[config.mk]
export PLATFORM = sky130hd
export DESIGN_NAME = mips_cpu_mem_stage_flat
export DESIGN_NICKNAME = d
export VERILOG_FILES = /design/src/rtl/mips_cpu_mem_stage_if.sv /design/src/rtl/mips_cpu_mem_stage.sv /design/src/flat_wrapper.sv
export SDC_FILE = /design/constraint.sdc
export NUM_CORES = 1
export LEC_CHECK = 0
export ABC_AREA = 1
export BUFFER_PORTS_ARGS = -buffer_cell sky130_fd_sc_hd__buf_4
export CAP_MARGIN = 30
export CORE_MARGIN = 10
export CORE_UTILIZATION = 53
export CTS_CLUSTER_DIAMETER = 80
export DETAILED_ROUTE_END_ITERATION = 10
export GPL_TIMING_DRIVEN = 0
export HOLD_SLACK_MARGIN = 0.06
export PLACE_DENSITY = 0.85
export SETUP_SLACK_MARGIN = 0.05
export SLEW_MARGIN = 40
export SYNTH_ARGS = -nofsm -noshare
export SYNTH_HDL_FRONTEND = slang
export SYNTH_SLANG_ARGS = --single-unit
export TNS_END_PERCENT = 10
[constraint.sdc]
create_clock -name clk -period 3.8 [get_ports clk]
set_clock_uncertainty 0.2 [all_clocks]
set_input_delay 0.76 -clock clk [delete_from_list [all_inputs] [get_ports clk]]
set_output_delay 0.76 -clock clk [all_outputs]
set_load 0.005 [all_outputs]
[src/rtl/mips_cpu_mem_stage_if.sv]
// Avalon-MM style data bus between the MIPS load/store stage (master) and memory (slave).
interface mips_cpu_mem_stage_if;
  logic [31:0] mem_address;
  logic        mem_read;
  logic        mem_write;
  logic [3:0]  mem_byteenable;
  logic [31:0] mem_writedata;
  logic [31:0] mem_readdata;
  logic        mem_waitrequest;

  modport master (
    output mem_address, mem_read, mem_write, mem_byteenable, mem_writedata,
    input  mem_readdata, mem_waitrequest
  );

  modport slave (
    input  mem_address, mem_read, mem_write, mem_byteenable, mem_writedata,
    output mem_readdata, mem_waitrequest
  );
endinterface

[src/rtl/mips_cpu_mem_stage.sv]
// Multi-cycle MIPS load/store unit: one Avalon-MM read or write per request,
// lane steering for byte/halfword accesses, sign/zero extension of loads.
module mips_cpu_mem_stage (
  input  logic                  clk,
  input  logic                  rst_n,
  input  logic                  start,
  input  logic [5:0]            opcode,
  input  logic [31:0]           alu_result,
  input  logic [31:0]           rt_content,
  mips_cpu_mem_stage_if.master  bus,
  output logic                  busy,
  output logic                  done,
  output logic [31:0]           load_data,
  output logic                  addr_error
);

  localparam logic [5:0] OP_LB  = 6'h20;
  localparam logic [5:0] OP_LH  = 6'h21;
  localparam logic [5:0] OP_LW  = 6'h23;
  localparam logic [5:0] OP_LBU = 6'h24;
  localparam logic [5:0] OP_LHU = 6'h25;
  localparam logic [5:0] OP_SB  = 6'h28;
  localparam logic [5:0] OP_SH  = 6'h29;
  localparam logic [5:0] OP_SW  = 6'h2B;

  localparam logic [1:0] SZ_BYTE = 2'd0;
  localparam logic [1:0] SZ_HALF = 2'd1;
  localparam logic [1:0] SZ_WORD = 2'd2;
  localparam logic [1:0] SZ_NONE = 2'd3;

  typedef enum logic [1:0] {S_IDLE, S_READ, S_WRITE, S_DONE} state_t;

  state_t      state_q, state_d;
  logic [5:0]  op_q;
  logic [1:0]  lane_q;
  logic [1:0]  size_in;
  logic        aligned_in;
  logic        mem_op_in;
  logic        accept;

  function automatic logic [1:0] access_size(input logic [5:0] op);
    case (op)
      OP_LB, OP_LBU, OP_SB: access_size = SZ_BYTE;
      OP_LH, OP_LHU, OP_SH: access_size = SZ_HALF;
      OP_LW, OP_SW:         access_size = SZ_WORD;
      default:              access_size = SZ_NONE;
    endcase
  endfunction

  function automatic logic is_load(input logic [5:0] op);
    is_load = (op == OP_LB) || (op == OP_LH) || (op == OP_LW) ||
              (op == OP_LBU) || (op == OP_LHU);
  endfunction

  function automatic logic is_aligned(input logic [1:0] size, input logic [1:0] a);
    case (size)
      SZ_HALF: is_aligned = !a[0];
      SZ_WORD: is_aligned = (a == 2'b00);
      default: is_aligned = 1'b1;
    endcase
  endfunction

  function automatic logic [3:0] byte_enable(input logic [1:0] size, input logic [1:0] a);
    case (size)
      SZ_BYTE: byte_enable = 4'b0001 << a;
      SZ_HALF: byte_enable = a[1] ? 4'b1100 : 4'b0011;
      SZ_WORD: byte_enable = 4'b1111;
      default: byte_enable = 4'b0000;
    endcase
  endfunction

  function automatic logic [31:0] store_data(input logic [1:0] size, input logic [31:0] rt);
    case (size)
      SZ_BYTE: store_data = {4{rt[7:0]}};
      SZ_HALF: store_data = {2{rt[15:0]}};
      default: store_data = rt;
    endcase
  endfunction

  // Lane select then extend; signed locals make the sign extension explicit.
  function automatic logic [31:0] extend_load(input logic [5:0] op, input logic [1:0] lane,
                                              input logic [31:0] rd);
    logic [31:0]        shifted;
    logic signed [7:0]  b;
    logic signed [15:0] h;
    logic signed [31:0] r;
    shifted = rd >> {lane, 3'b000};
    b = shifted[7:0];
    h = lane[1] ? rd[31:16] : rd[15:0];
    case (op)
      OP_LB:   r = 32'(b);
      OP_LBU:  r = {24'd0, shifted[7:0]};
      OP_LH:   r = 32'(h);
      OP_LHU:  r = {16'd0, h};
      OP_LW:   r = rd;
      default: r = '0;
    endcase
    extend_load = r;
  endfunction

  assign size_in    = access_size(opcode);
  assign aligned_in = is_aligned(size_in, alu_result[1:0]);
  assign mem_op_in  = (size_in != SZ_NONE);
  assign accept     = (state_q == S_IDLE) && start;
  assign busy       = (state_q != S_IDLE);

  always_ff @(posedge clk or negedge rst_n) begin
    if (!rst_n) state_q <= S_IDLE;
    else        state_q <= state_d;
  end

  always_comb begin
    state_d = state_q;
    case (state_q)
      S_IDLE: begin
        if (start) begin
          if (mem_op_in && aligned_in) state_d = is_load(opcode) ? S_READ : S_WRITE;
          else                         state_d = S_DONE;
        end
      end
      S_READ:  if (!bus.mem_waitrequest) state_d = S_DONE;
      S_WRITE: if (!bus.mem_waitrequest) state_d = S_DONE;
      S_DONE:  state_d = S_IDLE;
      default: state_d = S_IDLE;
    endcase
  end

  // Request latch / bus drive stage: everything here is registered off state_d
  always_ff @(posedge clk or negedge rst_n) begin
    if (!rst_n) begin
      bus.mem_read       <= 1'b0;
      bus.mem_write      <= 1'b0;
      bus.mem_address    <= '0;
      bus.mem_byteenable <= '0;
      bus.mem_writedata  <= '0;
      done               <= 1'b0;
      load_data          <= '0;
      addr_error         <= 1'b0;
      op_q               <= '0;
      lane_q             <= '0;
    end else begin
      bus.mem_read  <= (state_d == S_READ);
      bus.mem_write <= (state_d == S_WRITE);
      done          <= (state_d == S_DONE);
      if (accept) begin
        op_q               <= opcode;
        lane_q             <= alu_result[1:0];
        bus.mem_address    <= {alu_result[31:2], 2'b00};
        bus.mem_byteenable <= byte_enable(size_in, alu_result[1:0]);
        bus.mem_writedata  <= store_data(size_in, rt_content);
        load_data          <= '0;
        addr_error         <= mem_op_in && !aligned_in;
      end
      if ((state_q == S_READ) && !bus.mem_waitrequest)
        load_data <= extend_load(op_q, lane_q, bus.mem_readdata);
    end
  end

endmodule

[src/flat_wrapper.sv]
// flat-port wrapper written by rule: the top's interface ports become plain ports
module mips_cpu_mem_stage_flat 
  (clk, rst_n, start, opcode, alu_result, rt_content, busy, done, load_data, addr_error, bus_mem_address, bus_mem_read, bus_mem_write, bus_mem_byteenable, bus_mem_writedata, bus_mem_readdata, bus_mem_waitrequest);
  mips_cpu_mem_stage_if bus_i ();
  input  logic clk;
  input  logic rst_n;
  input  logic start;
  input  logic [5:0] opcode;
  input  logic [31:0] alu_result;
  input  logic [31:0] rt_content;
  output logic busy;
  output logic done;
  output logic [31:0] load_data;
  output logic addr_error;
  output wire logic [$bits(bus_i.mem_address)-1:0] bus_mem_address;
  output wire logic [$bits(bus_i.mem_read)-1:0] bus_mem_read;
  output wire logic [$bits(bus_i.mem_write)-1:0] bus_mem_write;
  output wire logic [$bits(bus_i.mem_byteenable)-1:0] bus_mem_byteenable;
  output wire logic [$bits(bus_i.mem_writedata)-1:0] bus_mem_writedata;
  input wire logic [$bits(bus_i.mem_readdata)-1:0] bus_mem_readdata;
  input wire logic [$bits(bus_i.mem_waitrequest)-1:0] bus_mem_waitrequest;
  assign bus_mem_address = bus_i.mem_address;
  assign bus_mem_read = bus_i.mem_read;
  assign bus_mem_write = bus_i.mem_write;
  assign bus_mem_byteenable = bus_i.mem_byteenable;
  assign bus_mem_writedata = bus_i.mem_writedata;
  assign bus_i.mem_readdata = bus_mem_readdata;
  assign bus_i.mem_waitrequest = bus_mem_waitrequest;
  mips_cpu_mem_stage u_core (.clk(clk), .rst_n(rst_n), .start(start), .opcode(opcode), .alu_result(alu_result), .rt_content(rt_content), .bus(bus_i), .busy(busy), .done(done), .load_data(load_data), .addr_error(addr_error));
endmodule
==> summary.md <==
| Metric | Value |
|---|---|
| Post-DRT Antenna Nets | `0` |
| Non-Filler Cell Area, Final | `0.007589 sq mm` |
| Number of rows created at floorplan | `37` |
| IR drop worst, VDD | `0.3955 mV` |
| Predominant post-synthesis flop cell | `dfrtp_1` |
| Number of vias in the routed layout | `5,640` |
| Hold buffer count at CTS | `0` |
| Initial standard-cell utilization of the core | `54.50%` |
| Setup-failing EPs final | `0` |
| Number of antenna violations at the first check in global routing | `0` |
| Via count of the first global-routing pass | `5,646` |
| Delay contributed by the slowest stage of the critical path | `370 ps` |
| Max Fanout on Critical Path | `11` |
| Pin count of the biggest net entering global routing | `113` |
| Async set or reset register ratio after synthesis | `100.0%` |
| Hold slack final | `62.57 ps` |
| Path class of the lowest-slack min-delay path | `in2async` |
| Placed instance area | `0.007370 sq mm` |
| Die area | `0.01514 sq mm` |
| Cell at the root of the clock tree | `clkbuf_8` |
| Library cell appearing most often on the critical path | `nand2_1` |
| Iteration-0 DRC Markers | `437` |
| Slew Limit Headroom | `65.63%` |
| Number of cells in the finished layout apart from fillers | `1,128` |
| Synthesized netlist cell count | `766` |
| Gp weighted congestion | `0.9058` |
| Total met3 wirelength after detailed routing | `1.877 mm` |
| Status | `finished clean` |
| Setup repair after global routing missed its margin | `false` |
| Drt total wl | `17.47 mm` |
| Static leakage power | `4.269 nW` |
| Number of max-slew violations in the final report | `0` |
| Average wire per cell in the routed design | `15.49 microns` |
| Synth warn | `0` |
| Die boundary width | `123.0 microns` |
| Post-route setup TNS | `0 ps` |
| Switching component of the power | `1.766 mW` |
| Final critical-path required period | `2454 ps` |
| Portion of the post-synthesis area used by sequential elements | `49.81%` |
| Clock tree from TritonCTS | `yes` |
| Flops & latches, synth | `112` |
| # H-tree levels | `3` |
| First-pass GRT wire length | `27.50 mm` |
| Core ar. | `0.01032 sq mm` |
| Kind of launch point of the worst setup path | `input pin` |
| Cell area power density | `608.2 mW/mm^2` |
| Cell chain of the critical path | `buf_4, inv_1, nand2_1, nor2_1, nand2_1, buf_4, buf_4, ha_1, clkbuf_1, nand2_1, nand3b_1, nand2_1, nor2_1, nor2_1` |
| Post-cts repair resize count | `0` |
| DRC | `0` |
| Syn Std Cell Area | `0.005627 sq mm` |
| Clk pwr share | `15.2%` |
| Number of flops mapped to enable cells by yosys | `0` |
| Combinational fraction of design power | `44.1%` |
| Ratio of routed vias to standard cells | `5.000` |
| Placed cell count | `1,111` |
| Number of hold violations in the final report | `0` |
| Max-cap viol count | `0` |
| Total CTS buffers | `9` |
| Average size of a mapped cell | `7.345 sq um` |
| Dpl hpwl | `13.69 mm` |
| Top-level I/O count | `211` |
| Setup slack, reg-to-reg | `1610 ps` |
| CP max-delay cell | `clkbuf_1` |
| TritonRoute pass-1 iters | `5` |
| Proportion of total power due to net switching | `38.26%` |
| Die height | `123.0 microns` |
| Kind of critical path | `in2reg` |
| Cell internal pwr | `2.849 mW` |
| Number of buffers inserted by port buffering | `208` |
| Final net count | `1,099` |
| Data arrival at the endpoint of the critical path | `2570 ps` |
| Final Cycle Share | `64.59%` |
| Metal1 wirelength | `7.026 mm` |
| Fraction of power consumed by sequential logic | `40.7%` |
| F_max | `407.4 MHz` |
| Number of buffers on the longest clock path | `2` |
| Number of buffers inserted by post-CTS setup repair | `0` |
| Slew @ Worst Pin | `513.7 ps` |
| Required time of the critical path | `3920 ps` |
| Global Route Usage Sum | `22.65%` |
| Synth-to-layout area growth | `34.87%` |
| Max layer used | `met4` |
| Total congestion overflow after global routing | `0` |
| Met2 wirelength from detailed routing | `8.190 mm` |
| Number of antenna cells inserted | `0` |
| Number of fill cells in the layout | `843` |
| Layout cells sized above 1 | `26.11%` |
| Number of unique standard cell types used by synthesis | `26` |
| Post-CTS clock slew at the launch and capture registers of the worst setup and hold paths | `110 ps` |
| Critical Path Sink Type | `flip-flop` |
| Insertion delay to the later sink of the worst-skew pair | `370 ps` |
| Num Clock Sinks | `112` |
==> metrics by stage <==
step	power, mW	setup WS [ps]	util (%)
3_5_place_dp	3.949	991.2	71.39
4_1_cts	4.644	1376	73.24
5_1_grt	4.975	1146	73.51
2_1_floorplan	2.879	1392	-
3_3_place_gp	3.888	994.1	71.31
6_report	4.615	1346	73.51
==> cell usage in the layout, fill, tap and decap left out <==
cell / count
inv_1: 35
nor3_2: 1
ha_1: 6
inv_2: 1
nor3_4: 1
clkbuf_1: 18
buf_4: 215
inv_8: 1
mux2_2: 7
nand3b_1: 9
buf_1: 5
buf_2: 11
o21ai_1: 1
buf_6: 1
buf_8: 1
nand3_2: 1
conb_1: 2
nor2_2: 2
inv_6: 1
nand2_2: 1
clkinv_4: 1
o21ai_0: 21
nand3_1: 45
o21bai_1: 1
clkbuf_8: 11
dfrtp_1: 112
clkinvlp_4: 1
o21ai_2: 1
a21oi_1: 23
nand2_1: 371
buf_16: 1
nor2_1: 74
nand4_1: 10
==> worst max-delay path: cells and delay by family <==
family | cells | cell delay, ps
buffers and inverters | 5 | 880
and+or+nand+nor | 8 | 720
adders and majority gates | 1 | 200
==> sequential cells by signal (all words and copies together) (netlist names) <==
| signal | flops |
|---|---|
| u_core.bus.mem_byteenable | 4 |
| u_core.addr_error | 1 |
| u_core.load_data | 32 |
| u_core.bus.mem_write | 1 |
| u_core.op_q | 6 |
| u_core.bus.mem_address | 30 |
| u_core.bus.mem_read | 1 |
| u_core.state_q | 2 |
| u_core.bus.mem_writedata | 32 |
| u_core.done | 1 |
| u_core.lane_q | 2 |
==> cell type report <==
cell class / count / area, sq um / share of cell area [%]
sequential: 112 / 2803 / 36.93
buffer: 42 / 209.0 / 2.753
inverter: 36 / 135.1 / 1.781
clock buffer: 12 / 155.1 / 2.045
timing repair buffer: 209 / 1597 / 21.04
tap: 136 / 170.2 / 2.242
clock inverter: 4 / 36.28 / 0.4782
multi-input combinational: 577 / 2484 / 32.73
==> layer usage <==
| layer | GRT usage, % | vias up |
|---|---|---|
| met5 | 0 | - |
| met4 | 7.933 | 0 |
| met3 | 8.159 | 25 |
| met2 | 37.45 | 222 |
| met1 | 26.81 | 2587 |
| li1 | - | 2806 |
==> power by group through the flow <==
stage                     clock (mW)  combinational (mW)  sequential [mW]
after floorplan                    0               0.984             1.89
after detailed placement           0                2.07             1.88
after global placement             0                2.02             1.87
after CTS                      0.707                2.06             1.87
final                          0.699                2.04             1.88
after global routing           0.754                2.29             1.93
==> cell families after synthesis <==
logic type,Yosys count,synth area share (%)
flip-flops,112,49.81
multiplexers,7,1.401
adder cells (fa/ha/maj),6,1.334
other,1,0.06665
AND/OR/NAND/NOR,515,36.98
buffers and inverters,78,6.115
AO/OA/AOI/OAI,47,4.292
==> path summary, 6_finish.rpt <==
path | start | end | cells after the start
worst max-delay path | opcode[2] | u_core.bus.mem_writedata[24] | 14
worst min-delay path | rst_n | u_core.load_data[14] | 1
worst max register to register | u_core.state_q[0] | u_core.load_data[7] | 8
worst min register to register | u_core.bus.mem_address[19] | u_core.bus.mem_address[19] | 2
max in group asynchronous | rst_n | u_core.bus.mem_writedata[4] | 2
min in group clk | u_core.bus.mem_address[19] | u_core.bus.mem_address[19] | 2
==> synth_stat cells (2+ instances only) <==
master	number	area, sq um
o21ai_0	21	105.1
clkbuf_1	17	63.81
nand3b_1	9	67.56
dfrtp_1	112	2803
nor2_1	74	277.8
nand2_1	371	1393
nand4_1	10	62.56
buf_1	5	18.77
a21oi_1	23	115.1
nor2_2	2	12.51
buf_2	11	55.05
ha_1	6	75.07
buf_4	8	60.06
nand3_1	45	225.2
mux2_2	7	78.83
inv_1	35	131.4
No activity file was read; power rests on OpenSTA's default activity.
